--- config.mk ---
export PLATFORM = sky130hd
export DESIGN_NAME = dmg_lcd_capture
export DESIGN_NICKNAME = d
export VERILOG_FILES = /design/src/rtl/dmg_lcd_capture.sv
export SDC_FILE = /design/constraint.sdc
export NUM_CORES = 1
export LEC_CHECK = 0
export CAP_MARGIN = 20
export CORE_ASPECT_RATIO = 0.8
export CORE_MARGIN = 3
export CORE_UTILIZATION = 50
export DETAILED_ROUTE_END_ITERATION = 6
export PLACE_DENSITY = 0.76
export SYNTH_ARGS = -nofsm -noshare
export SYNTH_HDL_FRONTEND = slang
export SYNTH_SLANG_ARGS = --single-unit
--- constraint.sdc ---
create_clock -name clk -period 1.93 [get_ports clk]
set_input_delay 0.386 -clock clk [delete_from_list [all_inputs] [get_ports clk]]
set_output_delay 0.386 -clock clk [all_outputs]
set_load 0.02 [all_outputs]
--- src/rtl/dmg_lcd_capture.sv ---
// Captures the Game Boy LCD pixel stream into a double-buffered framebuffer.
// One bank is written while the other holds the last complete frame.
module dmg_lcd_capture #(
  parameter int H_PIXELS = 160,
  parameter int V_LINES  = 144
) (
  input  logic        clk,
  input  logic        rst,
  input  logic        lcd_pixel,
  input  logic [1:0]  lcd_color,
  input  logic        lcd_hsync,
  input  logic        lcd_vsync,
  input  logic        err_clr,
  output logic        fb_we,
  output logic [15:0] fb_addr,
  output logic [1:0]  fb_data,
  output logic        fb_rd_bank,
  output logic        frame_done,
  output logic [2:0]  err
);

  localparam int XW = $clog2(H_PIXELS + 1);
  localparam int YW = $clog2(V_LINES + 1);
  localparam logic [XW-1:0] X_MAX     = XW'(H_PIXELS);
  localparam logic [YW-1:0] Y_MAX     = YW'(V_LINES);
  localparam logic [14:0]   LINE_STEP = 15'(H_PIXELS);

  typedef enum logic {
    WAIT_FRAME,
    CAPTURE
  } state_t;

  state_t      state, state_n;
  logic [XW-1:0] x, x_n;
  logic [YW-1:0] y, y_n;
  logic [14:0] line_base, base_n;
  logic        wbank, wbank_n;
  logic        hsync_d, vsync_d;
  logic        we_n, done_n;
  logic [15:0] addr_n;
  logic [1:0]  data_n;
  logic [2:0]  err_set, err_n;
  logic        hs_rise, vs_rise;

  assign hs_rise    = lcd_hsync & ~hsync_d;
  assign vs_rise    = lcd_vsync & ~vsync_d;
  assign fb_rd_bank = ~wbank;

  always_ff @(posedge clk or negedge rst) begin
    if (!rst) state <= WAIT_FRAME;
    else      state <= state_n;
  end

  // A vsync edge always wins: it closes the frame and discards any coincident pixel.
  always_comb begin
    state_n = state;
    x_n     = x;
    y_n     = y;
    base_n  = line_base;
    wbank_n = wbank;
    we_n    = 1'b0;
    addr_n  = fb_addr;
    data_n  = fb_data;
    done_n  = 1'b0;
    err_set = 3'b000;
    case (state)
      WAIT_FRAME: begin
        if (vs_rise) begin
          state_n = CAPTURE;
          x_n     = '0;
          y_n     = '0;
          base_n  = '0;
        end
      end
      CAPTURE: begin
        if (vs_rise) begin
          if (y == Y_MAX) begin
            done_n  = 1'b1;
            wbank_n = ~wbank;
          end else begin
            err_set[2] = 1'b1;
          end
          x_n    = '0;
          y_n    = '0;
          base_n = '0;
        end else begin
          if (lcd_pixel) begin
            if (y >= Y_MAX) begin
              err_set[1] = 1'b1;
            end else if (x >= X_MAX) begin
              err_set[0] = 1'b1;
            end else begin
              we_n   = 1'b1;
              addr_n = {wbank, line_base + 15'(x)};
              data_n = lcd_color;
              x_n    = x + XW'(1);
            end
          end
          // Line advance follows the pixel so a coincident pixel lands on the old line.
          if (hs_rise) begin
            x_n = '0;
            if (y < Y_MAX) begin
              y_n    = y + YW'(1);
              base_n = line_base + LINE_STEP;
            end
          end
        end
      end
    endcase
    err_n = err_clr ? 3'b000 : (err | err_set);
  end

  always_ff @(posedge clk or negedge rst) begin
    if (!rst) begin
      x          <= '0;
      y          <= '0;
      line_base  <= '0;
      wbank      <= 1'b0;
      hsync_d    <= 1'b0;
      vsync_d    <= 1'b0;
      fb_we      <= 1'b0;
      fb_addr    <= '0;
      fb_data    <= '0;
      frame_done <= 1'b0;
      err        <= '0;
    end else begin
      x          <= x_n;
      y          <= y_n;
      line_base  <= base_n;
      wbank      <= wbank_n;
      hsync_d    <= lcd_hsync;
      vsync_d    <= lcd_vsync;
      fb_we      <= we_n;
      fb_addr    <= addr_n;
      fb_data    <= data_n;
      frame_done <= done_n;
      err        <= err_n;
    end
  end

endmodule

**After elaboration in Yosys (flattened, before gate mapping)**

Index checks and enable logic that the tools add are counted.

- Register bits: 58
- Bits of input ports: 8
- Output and inout bits: 24
- Logic and storage cells: 75

- Add/sub/neg operators: 4
- Order comparisons: 3
- Equal/unequal tests: 7
- Multiplexer cells: 35
- Bitwise operators: 10
- Reductions and logical operators: 4

Operators by type and width:

| operator | count |
|---|---|
| 2-to-1 mux 8 bit | 9 |
| 2-to-1 mux 15 bit | 4 |
| case mux 8 bit (2 select lines) | 2 |
| case mux 15 bit (2 select lines) | 1 |
| adder 8 x 1 -> 8 bit (second input constant) | 2 |
| greater-or-equal comparator 8 bit (second input constant) | 2 |
| adder 15 x 8 -> 15 bit | 1 |
| adder 15 x 8 -> 15 bit (second input constant) | 1 |
| 2-to-1 mux 1 bit | 15 |
| == test 8 bit (second input constant) | 1 |
| < comparator 8 bit (second input constant) | 1 |
| inequality test 4 bit (second input constant) | 2 |
| NOT 1 bit | 7 |
| 2-to-1 mux 3 bit | 2 |
| inequality test 3 x 1 -> 1 bit (second input constant) | 2 |
| AND reduction 3 bit | 2 |
| AND reduction 5 bit | 1 |
| 2-to-1 mux 2 bit | 2 |
| inequality test 4 x 2 -> 1 bit (second input constant) | 1 |
| AND reduction 4 bit | 1 |
| OR 3 bit | 1 |
| bitwise AND 1 bit | 2 |
| inequality test 2 bit (second input constant) | 1 |

**Depth between registers and ports, before layout**

Gate-level depths: netlist (run 1).

- Depth after elaboration: 8
- Gate-level depth with buffers: 7
- Gate-level depth less buffers: 6

**Worst setup path after synthesis (run 1)**

Ideal clock, no wire load.

- Path type: register to register
- From: register y[4]
- To: register fb_data[0]
- Library setup time: 0.127 ns
- Arrival: 1.702 ns
- Data required time: 1.803 ns
- Setup slack: 0.100 ns
- Cell stages (with the launch flop): 7
- Path buffers: 1
- Period minus slack after synthesis: 1.830 ns
- Cell sequence: dfrtp_1 -> o31ai_4 -> nand3_2 -> or2_1 -> buf_2 -> inv_2 -> mux2_1

- Longest elaborated chain between the ends: 3

Ends and longest elaborated chain:

| item | RTL line | source |
|---|---|---|
| start: declaration | 35 | `logic [YW-1:0] y, y_n;` |
| start signal: assignment | 128 | `y <= y_n;` |
| greater-or-equal comparator 8 bit | 88 | `if (y >= Y_MAX) begin` |
| NOT 1 bit (no line) | - |  |
| AND reduction 5 bit (no line) | - |  |
| end signal: assignment | 135 | `fb_data <= data_n;` |
| end: declaration | 16 | `output logic [1:0] fb_data,` |

Every way passes these cells.
A chain may end at the register's enable or synchronous reset.

**Worst setup path after layout (run 1)**

- From: register y[6]
- To: register x[6]

- Longest elaborated chain between the ends: 3

Ends and longest elaborated chain:

| item | RTL line | source |
|---|---|---|
| greater-or-equal comparator 8 bit | 88 |  |
| inequality test 4 bit (no line) | - |  |
| AND reduction 4 bit (no line) | - |  |
| end signal: assignment | 127 | `x <= x_n;` |
| end: declaration | 34 | `logic [XW-1:0] x, x_n;` |

Every way passes these cells.

==> results of run 1 <==
==> final timing paths <==
path,endpoint,cells after the start
max,x[6],5
min,fb_addr[13],1
max reg2reg,x[6],5
min reg2reg,fb_addr[3],1
max in group asynchronous,y[5],2
min in group clk,fb_addr[3],1
==> Yosys cell counts, types with 4 or more instances <==
| cell type | instances | area [sq um] |
|---|---|---|
| o21ai_1 | 11 | 55.1 |
| nor3_1 | 10 | 50.1 |
| o21ai_0 | 28 | 140 |
| nor2_1 | 14 | 52.6 |
| o31ai_1 | 4 | 30.0 |
| or4_1 | 5 | 37.5 |
| ha_1 | 8 | 100 |
| a21oi_1 | 15 | 75.1 |
| mux2_1 | 6 | 67.6 |
| or3_1 | 7 | 43.8 |
| a31oi_1 | 5 | 31.3 |
| nand3_1 | 8 | 40.0 |
| dfrtp_1 | 53 | 1330 |
| xnor2_1 | 10 | 87.6 |
| inv_1 | 6 | 22.5 |
| buf_2 | 4 | 20.0 |
| nand2_1 | 19 | 71.3 |
| clkbuf_1 | 9 | 33.8 |
==> layout make-up <==
type	instances	area [sq um]
clock buffer	7	86.3
fill	437	1760
multi-input combinational	192	1250
timing repair buffer	56	509
sequential	53	1330
inverter	7	26.3
tap	62	77.6
clock inverter	1	30.0
==> routing by layer <==
metal	track usage	vias to the layer above	share of wire
met5	0	-	0
met1	0.283	1075	0.45
met2	0.340	77	0.47
met4	0.0920	0	0.019
met3	0.0559	13	0.063
li1	-	1069	-
==> power by group <==
group          total, W  internal (W)  switching (W)
clock network  0.000791      0.000424       0.000367
logic          0.000477      0.000220       0.000257
registers       0.00129       0.00120      0.0000938
==> cells by family (layout without fill, tap and decap cells) <==
logic type	count (synthesis)	after routing	synth area share
buffers and inverters	21	71	0.0317
AOI/OAI and AO/OA	82	82	0.192
xor gates and xnor gates	11	11	0.0364
muxes	6	6	0.0255
adders and majority gates	8	8	0.0378
DFF	53	53	0.501
and+or+nand+nor	85	85	0.176
==> registers in the layout (all words and copies together) (netlist names) <==
signal	cells
fb_addr	16
line_base	10
x	8
y	8
err	3
fb_data	2
fb_we	1
frame_done	1
hsync_d	1
state	1
vsync_d	1
wbank	1
==> stage by stage <==
step	cells	total power (W)	TNS, ns
after floorplan	266	0.00156	0
after global placement	370	0.00177	-1.07
after detailed placement	370	0.00179	-1.91
after CTS	378	0.00258	0
after global routing	378	0.00270	0
final	378	0.00256	0
==> worst reg2reg max path: cells and delay by family, from the launching register on <==
kind | cells | cell delay, ns
simple gates | 1 | 0.52
flops | 1 | 0.44
buf+inv | 1 | 0.17
compound gates | 3 | 0.61
==> results.sh, run 1 <==
export IMPL_cp_cell_sequence="o31ai_4 > buf_6 > o2111ai_1 > or4_1 > o21ai_0"
export IMPL_routed_via_density=5.91
export IMPL_cp_top_family="compound AO/OA/AOI/OAI gates"
export IMPL_setup_viol_count_final=0
export IMPL_holdWs_ns=0.00571
export IMPL_ctsHoldBuffers=0
export IMPL_antenna_found_initial=0
export IMPL_power_per_cell_area_mw_per_mm2=775
export IMPL_ys_seq_area_frac=0.501
export IMPL_critPathSlowestCell="or4_1"
export IMPL_synthArstFlopShare=1.00
export IMPL_cp_max_fo=6
export IMPL_fin_nets=331
export IMPL_syn_area_per_cell_sq_um=9.95
export IMPL_finalClockSkew_ns=0.00805
export IMPL_dp_slack_ns=-0.223
export IMPL_vias=2234
export IMPL_slew_violations=0
export IMPL_cts_setup_buffers=0
export IMPL_antennaDiodeCount=0
export IMPL_ys_warn_count=0
export IMPL_cap_violations=0
export IMPL_finalCritPeriodShare=0.944
export IMPL_hold_viol_final=0
export IMPL_grt_pass1_vias=2293
export IMPL_cp_start_kind="flop"
export IMPL_fin_ws_ns=0.107
export IMPL_critical_path_class="flop to flop"
export IMPL_ant_nets=0
export IMPL_final_cell_mix="dfrtp_1 (51), clkdlybuf4s50_1 (30), o21ai_0 (28)"
export IMPL_dpl_hpwl_microns=4590
export IMPL_critPathRequiredTime_ns=2.15
export IMPL_postLayoutCoreUtil=0.652
export IMPL_dpl_cell_area_sq_mm=0.00317
export IMPL_max_stage_delay_ns=0.52
export IMPL_grt_max_degree=36
export IMPL_fmax_ghz=0.549
export IMPL_synth_edff_count=0
export IMPL_drt_iter0_drc=187
export IMPL_ioPinCount=32
export IMPL_start_util=0.523
export IMPL_drive_gt1_frac=0.149
export IMPL_path_clk_slew_ns=0.09
export IMPL_post_route_min_period_ns=1.82
export IMPL_synth_distinct_cells=45
export IMPL_cts_tree="done"
export IMPL_status="complete, no violations"
export IMPL_vdd_ir_drop_max_mv=0.538
export IMPL_syn2layout_area_growth_pct=24.8
export IMPL_drt_total_wl_microns=6120
export IMPL_gp_congestion=0.857
export IMPL_die_area_sq_mm=0.00621
export IMPL_drt_pass1_iter_count=4
export IMPL_synth_cells=266
export IMPL_die_h_microns=71.1
export IMPL_post_drt_wl_per_cell_microns=16.2
export IMPL_core_rowCount=23
export IMPL_grt_overflow=0
export IMPL_clk_insertion_delay_late_ns=0.31
export IMPL_clockBufferDepth=2
export IMPL_ys_ff_latch=53
export IMPL_critPathCaptureType="flop"
export IMPL_max_slew_margin=0.705
export IMPL_clock_sinks=53
export IMPL_cts_htree_levels=2
export IMPL_reg2reg_slack_ns=0.11
export IMPL_final_common_cell="dfrtp_1"
export IMPL_numPortBuffers=31
export IMPL_synth_ff_type="dfrtp_1"
export IMPL_tightest_slew_ns=0.443
export IMPL_critPathBufInv=1
export IMPL_cts_buffers=5
export IMPL_rsz0062_at_grt="no"
export IMPL_coreArea_sq_mm=0.00506
export IMPL_cts_resized=0
export IMPL_fp_dieW_microns=87.4
export IMPL_clockRootBuffer="clkbuf_8"
export IMPL_netlist_area_sq_mm=0.00265
export IMPL_track_usage=0.216
export IMPL_cp_arrival_ns=2.04
export IMPL_final_area_sq_mm=0.00330
export IMPL_drc=0
export IMPL_timing_rr_start="y[6]"
export IMPL_hold_class="input port to asynchronous set/reset pin"
export IMPL_synth_fp_nets=282
export IMPL_crit_path_start="y[6]"
export IMPL_leakage_nw=1.38
export IMPL_grt_pass1_wl_microns=10600
No activity file was read; power rests on OpenSTA's default activity.
==> run 2: changes to the inputs <==
--- a/config.mk
+++ b/config.mk
@@ -10,7 +10,9 @@
 export CORE_MARGIN = 3
 export CORE_UTILIZATION = 50
 export DETAILED_ROUTE_END_ITERATION = 6
+export GPL_ROUTABILITY_DRIVEN = 1
 export PLACE_DENSITY = 0.76
+export SLEW_MARGIN = 25
 export SYNTH_ARGS = -nofsm -noshare
 export SYNTH_HDL_FRONTEND = slang
 export SYNTH_SLANG_ARGS = --single-unit
==> results of run 2 <==
No change in the layout: final DEF, timing and power equal those of run 1.
